--- src/rtl/line_mem_arbiter.sv ---
// Arbitrates NUM_PORTS cache-line ports plus one uncached IO port onto the byte-serial RAM bus.
// Optional define ARB_ROUND_ROBIN_EN selects round-robin line-port arbitration (fixed priority otherwise).
module line_mem_arbiter #(
  parameter int unsigned BLOCK_WIDTH   = 4,
  parameter int unsigned BLOCK_SIZE    = 2**BLOCK_WIDTH,
  parameter int unsigned NUM_PORTS     = 2,
  parameter logic [31:0] IO_STALL_ADDR = 32'h00030000
) (
  input  logic                                  clkIn,
  input  logic                                  resetIn,
  input  logic                                  clearIn,
  input  logic [NUM_PORTS-1:0]                  lineReqIn,
  input  logic [NUM_PORTS-1:0]                  lineWriteIn,
  input  logic [NUM_PORTS*(32-BLOCK_WIDTH)-1:0] lineAddrIn,
  input  logic [NUM_PORTS*BLOCK_SIZE*8-1:0]     lineDataIn,
  output logic [NUM_PORTS-1:0]                  lineDoneOut,
  output logic [BLOCK_SIZE*8-1:0]               lineDataOut,
  input  logic                                  ioReqIn,
  input  logic                                  ioWriteIn,
  input  logic [1:0]                            ioSizeIn,
  input  logic [31:0]                           ioAddrIn,
  input  logic [31:0]                           ioDataIn,
  output logic                                  ioDoneOut,
  output logic [31:0]                           ioDataOut,
  input  logic                                  ioBufferFullIn,
  input  logic [7:0]                            memIn,
  output logic [31:0]                           memAddr,
  output logic [7:0]                            memOut,
  output logic                                  readWriteOut
);

  localparam int unsigned LADDR_W = 32 - BLOCK_WIDTH;
  localparam int unsigned LINE_W  = BLOCK_SIZE * 8;
  localparam int unsigned CNT_W   = BLOCK_WIDTH + 1;
  localparam int unsigned PORT_W  = (NUM_PORTS > 1) ? $clog2(NUM_PORTS) : 1;

  typedef enum logic [2:0] {IDLE, LINE_RD, LINE_WR, IO_RD, IO_WR, DONE} state_t;

  state_t               state, stateNxt;
  logic [CNT_W-1:0]     cnt, cntNxt;
  logic [CNT_W-1:0]     len, lenNxt;
  logic [31:0]          base, baseNxt;
  logic [PORT_W-1:0]    port, portNxt;
  logic [LINE_W-1:0]    dataBuf, dataBufNxt;
  logic [NUM_PORTS-1:0] lineDoneNxt;
  logic [LINE_W-1:0]    lineDataNxt;
  logic                 ioDoneNxt;
  logic [31:0]          ioDataNxt;
  logic [31:0]          memAddrNxt;
  logic [7:0]           memOutNxt;
  logic                 rwNxt;

  logic                 ioValid;
  logic [CNT_W-1:0]     ioLen;
  logic [NUM_PORTS-1:0] lineElig;
  logic                 lineHit;
  logic [PORT_W-1:0]    lineSel;
  int unsigned          arbIdx;
  logic                 lineWrSel;
  logic [LADDR_W-1:0]   lineAddrSel;
  logic [LINE_W-1:0]    lineDataSel;

`ifdef ARB_ROUND_ROBIN_EN
  logic [PORT_W-1:0]    rrPtr, rrPtrNxt;
`endif

  // Request qualification and line-port selection; a flush masks read requests for the cycle.
  always_comb begin
    ioValid  = ioReqIn && (ioSizeIn != 2'b00)
               && !(ioWriteIn && ioBufferFullIn && (ioAddrIn == IO_STALL_ADDR))
               && !(clearIn && !ioWriteIn);
    lineElig = lineReqIn & (lineWriteIn | {NUM_PORTS{~clearIn}});
    lineHit  = 1'b0;
    lineSel  = '0;
    arbIdx   = 0;
    for (int unsigned k = 0; k < NUM_PORTS; k++) begin
`ifdef ARB_ROUND_ROBIN_EN
      arbIdx = (32'(rrPtr) + k) % NUM_PORTS;
`else
      arbIdx = k;
`endif
      if (!lineHit && lineElig[PORT_W'(arbIdx)]) begin
        lineHit = 1'b1;
        lineSel = PORT_W'(arbIdx);
      end
    end
    lineWrSel   = 1'b0;
    lineAddrSel = '0;
    lineDataSel = '0;
    for (int unsigned k = 0; k < NUM_PORTS; k++) begin
      if (PORT_W'(k) == lineSel) begin
        lineWrSel   = lineWriteIn[k];
        lineAddrSel = lineAddrIn[k*LADDR_W +: LADDR_W];
        lineDataSel = lineDataIn[k*LINE_W +: LINE_W];
      end
    end
    case (ioSizeIn)
      2'b01:   ioLen = CNT_W'(1);
      2'b10:   ioLen = CNT_W'(2);
      default: ioLen = CNT_W'(4);
    endcase
  end

  // Next-state and registered-output logic.
  always_comb begin
    stateNxt    = state;
    cntNxt      = cnt;
    lenNxt      = len;
    baseNxt     = base;
    portNxt     = port;
    dataBufNxt  = dataBuf;
    lineDoneNxt = '0;
    lineDataNxt = lineDataOut;
    ioDoneNxt   = 1'b0;
    ioDataNxt   = ioDataOut;
    memAddrNxt  = memAddr;
    memOutNxt   = memOut;
    rwNxt       = readWriteOut;
`ifdef ARB_ROUND_ROBIN_EN
    rrPtrNxt    = rrPtr;
`endif

    case (state)
      IDLE: begin
        if (ioValid) begin
          stateNxt   = ioWriteIn ? IO_WR : IO_RD;
          cntNxt     = '0;
          lenNxt     = ioLen;
          baseNxt    = ioAddrIn;
          dataBufNxt = ioWriteIn ? LINE_W'(ioDataIn) : '0;
          memAddrNxt = ioAddrIn;
          memOutNxt  = ioWriteIn ? ioDataIn[7:0] : memOut;
          rwNxt      = !ioWriteIn;
        end else if (lineHit) begin
          stateNxt   = lineWrSel ? LINE_WR : LINE_RD;
          cntNxt     = '0;
          lenNxt     = CNT_W'(BLOCK_SIZE);
          baseNxt    = {lineAddrSel, BLOCK_WIDTH'(0)};
          portNxt    = lineSel;
          dataBufNxt = lineWrSel ? lineDataSel : '0;
          memAddrNxt = {lineAddrSel, BLOCK_WIDTH'(0)};
          memOutNxt  = lineWrSel ? lineDataSel[7:0] : memOut;
          rwNxt      = !lineWrSel;
`ifdef ARB_ROUND_ROBIN_EN
          rrPtrNxt   = PORT_W'((32'(lineSel) + 32'd1) % NUM_PORTS);
`endif
        end
      end

      // Byte cnt-1 arrives on memIn in cycle cnt; result is presented one edge after the last capture.
      LINE_RD, IO_RD: begin
        if (clearIn) begin
          stateNxt = IDLE;
          rwNxt    = 1'b1;
        end else begin
          for (int unsigned b = 0; b < BLOCK_SIZE; b++) begin
            if ((cnt <= len) && (cnt == CNT_W'(b + 1))) dataBufNxt[b*8 +: 8] = memIn;
          end
          if ((cnt + CNT_W'(1)) < len) memAddrNxt = base + 32'(cnt) + 32'd1;
          if (cnt == (len + CNT_W'(1))) begin
            stateNxt = DONE;
            if (state == LINE_RD) begin
              lineDoneNxt = NUM_PORTS'(1) << port;
              lineDataNxt = dataBuf;
            end else begin
              ioDoneNxt = 1'b1;
              ioDataNxt = dataBuf[31:0];
            end
          end else begin
            cntNxt = cnt + CNT_W'(1);
          end
        end
      end

      // One write per cycle; the bus goes back to read for the cycle before the done pulse.
      LINE_WR, IO_WR: begin
        if ((cnt + CNT_W'(1)) < len) begin
          memAddrNxt = base + 32'(cnt) + 32'd1;
          rwNxt      = 1'b0;
          for (int unsigned b = 0; b < BLOCK_SIZE; b++) begin
            if (CNT_W'(b) == (cnt + CNT_W'(1))) memOutNxt = dataBuf[b*8 +: 8];
          end
        end else begin
          rwNxt = 1'b1;
        end
        if (cnt == len) begin
          stateNxt = DONE;
          if (state == LINE_WR) lineDoneNxt = NUM_PORTS'(1) << port;
          else                  ioDoneNxt   = 1'b1;
        end else begin
          cntNxt = cnt + CNT_W'(1);
        end
      end

      DONE:    stateNxt = IDLE;
      default: stateNxt = IDLE;
    endcase
  end

  always_ff @(posedge clkIn or negedge resetIn) begin
    if (!resetIn) begin
      state        <= IDLE;
      cnt          <= '0;
      len          <= '0;
      base         <= '0;
      port         <= '0;
      dataBuf      <= '0;
      lineDoneOut  <= '0;
      lineDataOut  <= '0;
      ioDoneOut    <= 1'b0;
      ioDataOut    <= '0;
      memAddr      <= '0;
      memOut       <= '0;
      readWriteOut <= 1'b1;
`ifdef ARB_ROUND_ROBIN_EN
      rrPtr        <= '0;
`endif
    end else begin
      state        <= stateNxt;
      cnt          <= cntNxt;
      len          <= lenNxt;
      base         <= baseNxt;
      port         <= portNxt;
      dataBuf      <= dataBufNxt;
      lineDoneOut  <= lineDoneNxt;
      lineDataOut  <= lineDataNxt;
      ioDoneOut    <= ioDoneNxt;
      ioDataOut    <= ioDataNxt;
      memAddr      <= memAddrNxt;
      memOut       <= memOutNxt;
      readWriteOut <= rwNxt;
`ifdef ARB_ROUND_ROBIN_EN
      rrPtr        <= rrPtrNxt;
`endif
    end
  end

endmodule

--- config.mk ---
export PLATFORM = sky130hd
export DESIGN_NAME = line_mem_arbiter
export DESIGN_NICKNAME = d
export VERILOG_FILES = /design/src/rtl/line_mem_arbiter.sv
export SDC_FILE = /design/constraint.sdc
export NUM_CORES = 1
export LEC_CHECK = 0
export BUFFER_PORTS_ARGS = -buffer_cell sky130_fd_sc_hd__buf_2
export CORE_AREA = 2 2 234 236
export CTS_CLUSTER_SIZE = 20
export DETAILED_ROUTE_END_ITERATION = 10
export DIE_AREA = 0 0 236 238
export PLACE_DENSITY_LB_ADDON = 0.05
export SKIP_CTS_REPAIR_TIMING = 1
export SYNTH_ARGS = -nofsm -noshare
export SYNTH_HDL_FRONTEND = slang
export SYNTH_SLANG_ARGS = --single-unit
--- constraint.sdc ---
create_clock -name clkIn -period 3.89 [get_ports clkIn]
set_input_delay 0.389 -clock clkIn [delete_from_list [all_inputs] [get_ports clkIn]]
set_output_delay 0.389 -clock clkIn [all_outputs]
set_load 0.02 [all_outputs]
==> After elaboration in Yosys (flattened, before gate mapping) <==
Index checks and enable logic that the tools add are counted.
{ "word_totals": {"in_bits": 396, "register_bits": 378, "elab_cells": 258, "out_inout_bits": 204} }
{ "op_classes": {"n_addsub": 4, "n_eq_ne": 67, "n_bitwise": 5, "reduce_logical": 62, "magnitude_cmp": 2, "n_mux": 89, "n_shift": 1} }
{ "ops": {"columns": ["operator", "n"], "rows": [
  ["128-bit two-way mux", 5],
  ["8-bit two-way mux", 37],
  ["128-bit one-hot mux with 2 select lines", 1],
  ["32-bit two-way mux", 5],
  ["32-bit one-hot mux with 3 select lines", 1],
  ["4-bit AND reduction", 18],
  ["2-bit != test, second input constant", 22],
  ["4-bit by 5-bit equality test with 1-bit output, first input constant", 8],
  ["5-bit by 4-bit equality test with 1-bit output, second input constant", 8],
  ["5-bit two-way mux", 7],
  ["32-bit by 1-bit adder with 32-bit output, second input constant", 1],
  ["32-bit by 5-bit adder with 32-bit output", 1],
  ["32-bit by 18-bit equality test with 1-bit output, second input constant", 1],
  ["28-bit two-way mux", 1],
  ["1-bit logical AND", 23],
  ["3-bit by 5-bit equality test with 1-bit output, first input constant", 4],
  ["5-bit by 3-bit equality test with 1-bit output, second input constant", 4],
  ["3-bit two-way mux", 6],
  ["17-bit != test, second input constant", 1],
  ["8-bit one-hot mux with 2 select lines", 1],
  ["5-bit one-hot mux with 3 select lines", 1],
  ["1-bit two-way mux", 13],
  ["2-bit two-way mux", 6],
  ["3-bit != test, second input constant", 4],
  ["other kinds (33)", 51]
]} }

==> Longest topological paths before layout <==
Gate-level depths: netlist of run 1.
{ "logic_depth": {"depth_word": 20, "mapped_depth": 16, "mapped_depth_nobuf": 11} }

==> Worst setup path after synthesis of run 1 <==
OpenSTA, ideal clock, no wires.
{ "synth_path": {"path_kind": "register -> register", "start": "register cnt[1]", "end": "register memAddr[11]", "n_path_buf": 4, "period_less_slack_ns": 3.340, "arrival_ns": 3.215, "required_ns": 3.765, "slack_ns": 0.550, "setup_ns": 0.125, "path_stages_with_launch": 14, "path_cell_list": "dfrtp_1 > ha_1 > buf_2 > inv_1 > nor2_1 > ha_1 > clkbuf_1 > inv_1 > ha_1 > a2111oi_0 > o31a_1 > buf_2 > buf_2 > mux2_2"} }
{ "synth_via": {"elab_chain_len": 5, "word_cells_on_any_way": 7, "classes_between": "add/sub: 3; order compare: 1; mux: 3"} }
{ "synth_rtl": {"columns": ["element", "line_no", "text"], "rows": [
  ["start: declaration", "40", "logic [CNT_W-1:0] cnt, cntNxt;"],
  ["start signal: assignment", "220", "cnt <= cntNxt;"],
  ["32-bit by 5-bit adder with 32-bit output or 5-bit by 1-bit adder with 5-bit output (tied branches)", "159, 178, 177", null],
  ["32-bit by 1-bit adder with 32-bit output or 5-bit less-than comparator (tied branches)", "159, 178, 177", null],
  ["32-bit two-way mux (*)", "159, 177", null],
  ["32-bit two-way mux", "152", "if (clearIn) begin"],
  ["32-bit one-hot mux with 3 select lines (*)", "123", "case (state)"],
  ["end signal: assignment", "229", "memAddr <= memAddrNxt;"],
  ["end: declaration", "27", "output logic [31:0] memAddr,"]
]} }
Mark *: on every way between the ends. The rest lies on a longest branch, timed or not. The select of a mux whose other input is x is not followed.
A chain may end at the register's enable or synchronous reset.

==> Worst setup path in the final report of run 1 <==
{ "layout_path": {"start": "register cnt[0]", "end": "register memAddr[6]"} }
The elaborated chain is that of the path after synthesis.

==> run_results.csv, run 1 <==
group,metric,value,unit
clock_network,clkTransAtPathRegs,0.06,ns
global_routing,grt_pass1_wl,120.4,mm
drt,postRouteAntennaNets,0,
drt,drcViolationCount,0,
synth,synth_top_family_by_area,"multiplexers",
synth,yosys_warnings,0,
drt,dr.first_iter.drc_count,1337,
setup_path,arrival,4.10,ns
die,start_util,0.3930,
clock_network,htree_levels,2,
sta,final.setup.worst_slack,0.2485,ns
power_and_ir_drop,p_sw,8.144,mW
finish,drive_gt1_frac,0.4140,
setup_path,crit_required,4.35,ns
die,num_rows,85,
sta,finClkSkew,0.01398,ns
clock_network,cts.sinks,377,
die,io_pins,600,
drt,wl_per_cell,24.92,um
synth,synth_compound_gate_area_share,0.1500,
global_routing,grtUsageMet3,0.04570,
placement,place_ws,0.3469,ns
synth,synth_xor_area_frac,0.01369,
sta,finalSetupViolations,0,
synth,synthSimpleGateAreaFrac,0.08040,
finish,instances_no_fill,3249,
finish,fillCellCount,4990,
power_and_ir_drop,p_total,19.52,mW
sta,slew_violations,0,
power_and_ir_drop,internal_power,11.37,mW
sta,clock.fmax,274.6,MHz
setup_path,crit_path_max_incr_delay,0.59,ns
placement,gp_congestion,0.9392,
global_routing,grt_pass1_vias,18510,
drt,dr.pass1.iters,5,
global_routing,grt_util_met1,0.3847,
finish,syn_to_final_growth,26.05,%
drt,vias_per_cell,5.564,
sta,min_period,3.642,ns
sta,fin_crit_sh,0.9361,
clock_network,clock_path_buffers,3,
power_and_ir_drop,power.density,736.4,nW/um2
die,dieArea,56170,um2
die,dieHeight,238,um
die,design.core.area,53500,um2
clock_network,cts-buffers-inserted,45,
sta,maxSlewHeadroom,0.2549,
synth,synth_nets,2353,
placement,io_buffers,599,
power_and_ir_drop,p_clk_frac,0.219,
min_path,min_path_type,"input pin to register",
setup_path,end_kind,"register",
synth,synth-adder-area-share,0.01464,
power_and_ir_drop,netSwitchingFraction,0.4173,
global_routing,grt_usage,0.2838,
power_and_ir_drop,p_leak,13.01,nW
synth,ys.flop_type,"dfrtp_1",
synth,syn_avg_cell_area,10.88,um2
finish,diodes,0,
clock_network,cts_root_buffer,"clkbuf_16",
synth,ys_ff_latch,377,
power_and_ir_drop,comb_power_share,0.442,
synth,synthesis.area,21030,um2
global_routing,grt-busiest-layer,"met2",
clock_network,cts_tree,"yes",
sta,hold_violations,0,
global_routing,grt_max_degree,106,
power_and_ir_drop,ir_drop,0.3328,mV
setup_path,slowest_stage,"dfrtp_1",
placement,place_inst,3167,
synth,synth.distinct_cells,85,
setup_path,crit_fanout,13,
clock_network,clk_latency,0.58,ns
drt,num_vias,18080,
sta,rsz0062_at_grt,"false",
placement,dp_hpwl,62.17,mm
synth,synth_edf_count,0,
global_routing,grtUsageMet2,0.4757,
setup_path,worstSetupStartpointType,"register",
synth,muxShareOfSynthArea,0.2579,
synth,netlist_instances,1933,
sta,holdWs,0.07573,ns
sta,tns,0,ns
setup_path,crit_path_frequent_cell,"ha_1",
die,die_w,236,um
global_routing,antenna_found_initial,0,
global_routing,grt_overflow,0,
finish,multi_input_area,10930,um2
drt,wirelength,80.96,mm
power_and_ir_drop,seq_power_share,0.339,
setup_path,path_cells,"inv_1 > ha_1 > ha_1 > nor2b_1 > o21ai_0 > nand4b_1 > a2111oi_0 > o31a_2 > buf_4 > mux2_2",
finish,nets,2939,
setup_path,critPathKind,"register to register",
run_status,outcome,"finished, final reports clean",
sta,worst_slew_pin_slew,1.115,ns
synth,synthArstFlopShare,1.000,
synth,synth-seq-area-share,0.4488,
finish,regArea,9435,um2
job,max_cap_violations,0,
-- worst max-delay path, delay by kind of cell, from the launching register on --
family / cells / cell delay [ns]
AND/OR/NAND/NOR: 2 / 0.30
flip-flops: 1 / 0.59
adder cells (fa/ha/maj): 2 / 0.62
multiplexers: 1 / 0.34
AO/OA/AOI/OAI: 3 / 1.17
buffers and inverters: 2 / 0.49
-- flip-flops by register name (all words and copies together) (netlist names) --
register      cells
cnt               5
port              1
readWriteOut      1
dataBuf         128
len               4
lineDoneOut       2
lineDataOut     128
state             3
ioDoneOut         1
ioDataOut        32
base             32
memAddr          32
memOut            8
-- power by group through the flow --
| stage | Sequential [mW] | Clock [mW] | Combinational (mW) |
|---|---|---|---|
| 6_report | 6.62 | 4.27 | 8.63 |
| 5_1_grt | 6.78 | 4.52 | 9.31 |
| 4_1_cts | 6.62 | 4.35 | 8.63 |
| 3_5_place_dp | 6.68 | 0 | 8.59 |
| 3_3_place_gp | 6.65 | 0 | 8.51 |
| 2_1_floorplan | 6.76 | 0 | 4.94 |
-- placed cells by master, fill, tap and decap left out, drive strengths merged, types with 12 or more instances in the layout --
| cell | count |
|---|---|
| buf | 661 |
| dfrtp | 376 |
| mux2 | 310 |
| o21ai | 192 |
| mux2i | 182 |
| nand2 | 162 |
| a21oi | 87 |
| nor2 | 84 |
| clkbuf | 68 |
| o211ai | 34 |
| inv | 32 |
| nand3 | 32 |
| ha | 23 |
| xor2 | 18 |
| o22ai | 18 |
| a221oi | 18 |
| o31ai | 17 |
| nor3 | 15 |
| a211oi | 14 |
| xnor2 | 14 |
| a31oi | 13 |
| nand4 | 12 |
-- metal layers --
layer	routed length, um	vias up
li1	-	8341
met1	36110	9043
met2	38810	590
met3	4322	104
met4	1716	0
met5	0	-
-- per-stage QoR --
step | instance area (um2) | utilization
final | 26500 | 0.4954
after global routing | 26500 | 0.4954
after CTS | 26490 | 0.4952
after detailed placement | 24990 | 0.4672
after global placement | 24990 | 0.4672
after floorplan | 21030 | -
-- worst paths after layout --
check                             from  cells past startpoint  slack (ns)         endpoint
max                             cnt[0]                     10        0.25       memAddr[6]
max reg2reg                     cnt[0]                     10        0.25       memAddr[6]
min                        ioAddrIn[1]                      3        0.08          base[1]
min reg2reg                       port                      1        0.45   lineDoneOut[0]
min in group asynchronous      resetIn                      2        0.46  lineDataOut[40]
max in group asynchronous      resetIn                      3        2.42  lineDataOut[99]
-- cell families after synthesis --
group                      count (synthesis)
xor gates and xnor gates                  32
and+or+nand+nor                          369
buffers and inverters                    155
DFF                                      377
AOI/OAI and AO/OA                        484
adders and majority gates                 24
muxes                                    492
-- cell usage after synthesis (18+ instances only) --
library cell,n,area [um2]
o211ai_1,32,240.2
o21ai_0,183,915.9
mux2_1,25,281.5
ha_1,23,287.8
xor2_1,18,157.7
buf_2,25,125.1
dfrtp_1,376,9409
a21oi_1,86,430.4
nor2_1,84,315.3
nand3_1,31,155.2
nand2_1,162,608.1
o22ai_1,18,112.6
mux2_4,29,435.4
mux2i_1,182,1822
clkbuf_1,67,251.5
mux2_2,256,2883
inv_1,31,116.4
-- cell type report --
class | count | share of cell area
Sequential cell | 377 | 0.3560
Tap cell | 696 | 0.03286
Timing Repair Buffer | 662 | 0.1376
Multi-Input combinational cell | 1401 | 0.4124
Clock inverter | 13 | 0.005146
Inverter | 32 | 0.004532
Clock buffer | 68 | 0.05146
No activity file was read; power rests on OpenSTA's default activity.
==> run 2, diff against run 1 <==
==> constraint.sdc (replaced) <==
create_clock -name clkIn -period 4.5 [get_ports clkIn]
set_input_delay 0.45 -clock clkIn [delete_from_list [all_inputs] [get_ports clkIn]]
set_output_delay 0.45 -clock clkIn [all_outputs]
set_load 0.02 [all_outputs]
==> run 2 against run 1 <==
The flow now finishes with violations (hold timing). Wire length rose by 0.39%. Clock power fell by 9.1%. Cell count fell by 0.92%. Critical path depth rose by 2. Fmax fell by 0.74%. Flip-flop and latch count did not move. Via count barely moved. Die area did not move. Register-to-register slack improved by 0.58 ns. Sequential power fell by 13%. Setup slack improved by 0.58 ns. First-iteration DRC count fell by 16%. Critical path type unchanged. Critical endpoint is now memOut[2]. Largest power group unchanged.
==> run_results.csv, run 2 (synthesis results as in run 1) <==
group,metric,value,unit
power_and_ir_drop,p_leak,12.87,nW
drt,vias_per_cell,5.611,
die,num_rows,85,
sta,worst_slew_pin_slew,1.174,ns
finish,instances_no_fill,3219,
drt,dr.first_iter.drc_count,1127,
global_routing,grt_pass1_wl,120.4,mm
drt,wirelength,81.28,mm
sta,final.setup.worst_slack,0.8313,ns
sta,finalSetupViolations,0,
die,dieArea,56170,um2
global_routing,grt_max_degree,119,
clock_network,clkTransAtPathRegs,0.07,ns
die,start_util,0.3930,
clock_network,cts.sinks,377,
clock_network,cts-buffers-inserted,44,
sta,hold_violations,24,
sta,rsz0062_at_grt,"false",
drt,num_vias,18060,
power_and_ir_drop,power.density,642.5,nW/um2
sta,holdWs,-0.03238,ns
sta,tns,0,ns
setup_path,crit_required,5.01,ns
min_path,min_path_type,"input pin to async pin",
setup_path,crit_fanout,21,
finish,final_common_cell,"buf_2",
run_status,outcome,"complete, but fails checks",
finish,reg.largest.list,"dataBuf (128), lineDataOut (128)",
sta,maxSlewHeadroom,0.2151,
sta,min_period,3.669,ns
clock_network,clock_path_buffers,3,
finish,syn_to_final_growth,24.95,%
global_routing,grt_usage,0.2840,
die,die_w,236,um
setup_path,arrival,4.17,ns
drt,postRouteAntennaNets,0,
global_routing,grt_pass1_vias,18260,
sta,fin_crit_sh,0.8153,
finish,post-route-util,0.4911,
die,io_pins,600,
setup_path,critPathKind,"register to register",
sta,slew_violations,0,
setup_path,worstSetupStartpointType,"register",
placement,place_inst,3138,
drt,wl_per_cell,25.25,um
finish,layout.cells.most_common_list,"buf_2, dfrtp_1, mux2_2",
finish,nets,2908,
sta,clock.fmax,272.6,MHz
placement,place_ws,0.7201,ns
run_status,violations,"hold timing",
job,max_cap_violations,0,
power_and_ir_drop,ir_drop,0.3227,mV
global_routing,antenna_found_initial,1,
drt,drcViolationCount,0,
placement,io_buffers,599,
placement,gp_congestion,0.9251,
sta,finClkSkew,0.02770,ns
placement,dp_hpwl,61.96,mm
clock_network,cts_tree,"yes",
clock_network,htree_levels,2,
die,dieHeight,238,um
finish,drive_gt1_frac,0.4076,
drt,dr.pass1.iters,6,
clock_network,clk_latency,0.59,ns
die,design.core.area,53500,um2
clock_network,cts_root_buffer,"clkbuf_16",
setup_path,end_kind,"register",
global_routing,grt_overflow,0,
finish,fillCellCount,5072,
==> run 2: changes by cell type in the layout (fill, tap and decap cells not counted), sizes merged <==
| cell | before | now |
|---|---|---|
| inv | 32 | 35 |
| clkinvlp | 1 | 2 |
| buf | 661 | 632 |
| dlygate4sd3 | 1 | 0 |
| clkbuf | 68 | 60 |
| clkinv | 10 | 8 |
| diode | 0 | 1 |
| bufinv | 2 | 7 |
==> run 2: critical path, cell delays in order, from the launching register on <==
cell	delay, ns
dfrtp_1	0.52
ha_1	0.29
inv_1	0.16
nor2_1	0.08
ha_1	0.29
buf_4	0.27
and2_1	0.59
a221oi_1	0.20
a21oi_1	0.18
o22ai_1	0.12
or4_1	0.50
a21o_1	0.20
a221oi_2	0.20
==> run 2: final cells by class <==
type	count	area [um2]	area share
diodes	1	2.502	0.00009526
clock buffers	60	1252	0.04768
clock inverters	20	291.5	0.01110
inverters	32	120.1	0.004572
multi-input cells	1401	10930	0.4160
flip-flops and latches	377	9435	0.3592
well taps	696	870.8	0.03315
repair buffers	632	3368	0.1282
==> run 2: worst paths after layout <==
path / startpoint / end / slack [ns] / cells past startpoint
hold reg to reg: port / lineDoneOut[0] / 0.46 / 1
setup / recovery: cnt[0] / memOut[2] / 0.83 / 12
min in group clkIn: ioAddrIn[2] / base[2] / 0.14 / 3
setup reg to reg: cnt[0] / memOut[2] / 0.83 / 12
max in group asynchronous: resetIn / readWriteOut / 3.51 / 2
hold / removal: resetIn / dataBuf[45] / -0.03 / 1
==> run 2: through the flow <==
stage	total power, mW	instance area (um2)
after floorplan	10.12	21030
after global routing	17.81	26270
after CTS	16.96	26270
after global placement	12.94	24720
final	16.88	26270
after detailed placement	13.04	24720
==> run 2: report_power, final <==
group | total, mW | switching, mW | internal (mW)
Clock | 3.88 | 1.53 | 2.36
Combinational | 7.22 | 4.27 | 2.95
Sequential | 5.78 | 1.23 | 4.55
Total | 16.9 | 7.02 | 9.86
==> run 2: metal layers <==
| metal | part of all wire | global-route usage |
|---|---|---|
| met5 | 0 | 0 |
| met4 | 0.024 | 0.07122 |
| met3 | 0.055 | 0.04616 |
| met2 | 0.48 | 0.4719 |
| met1 | 0.45 | 0.3870 |
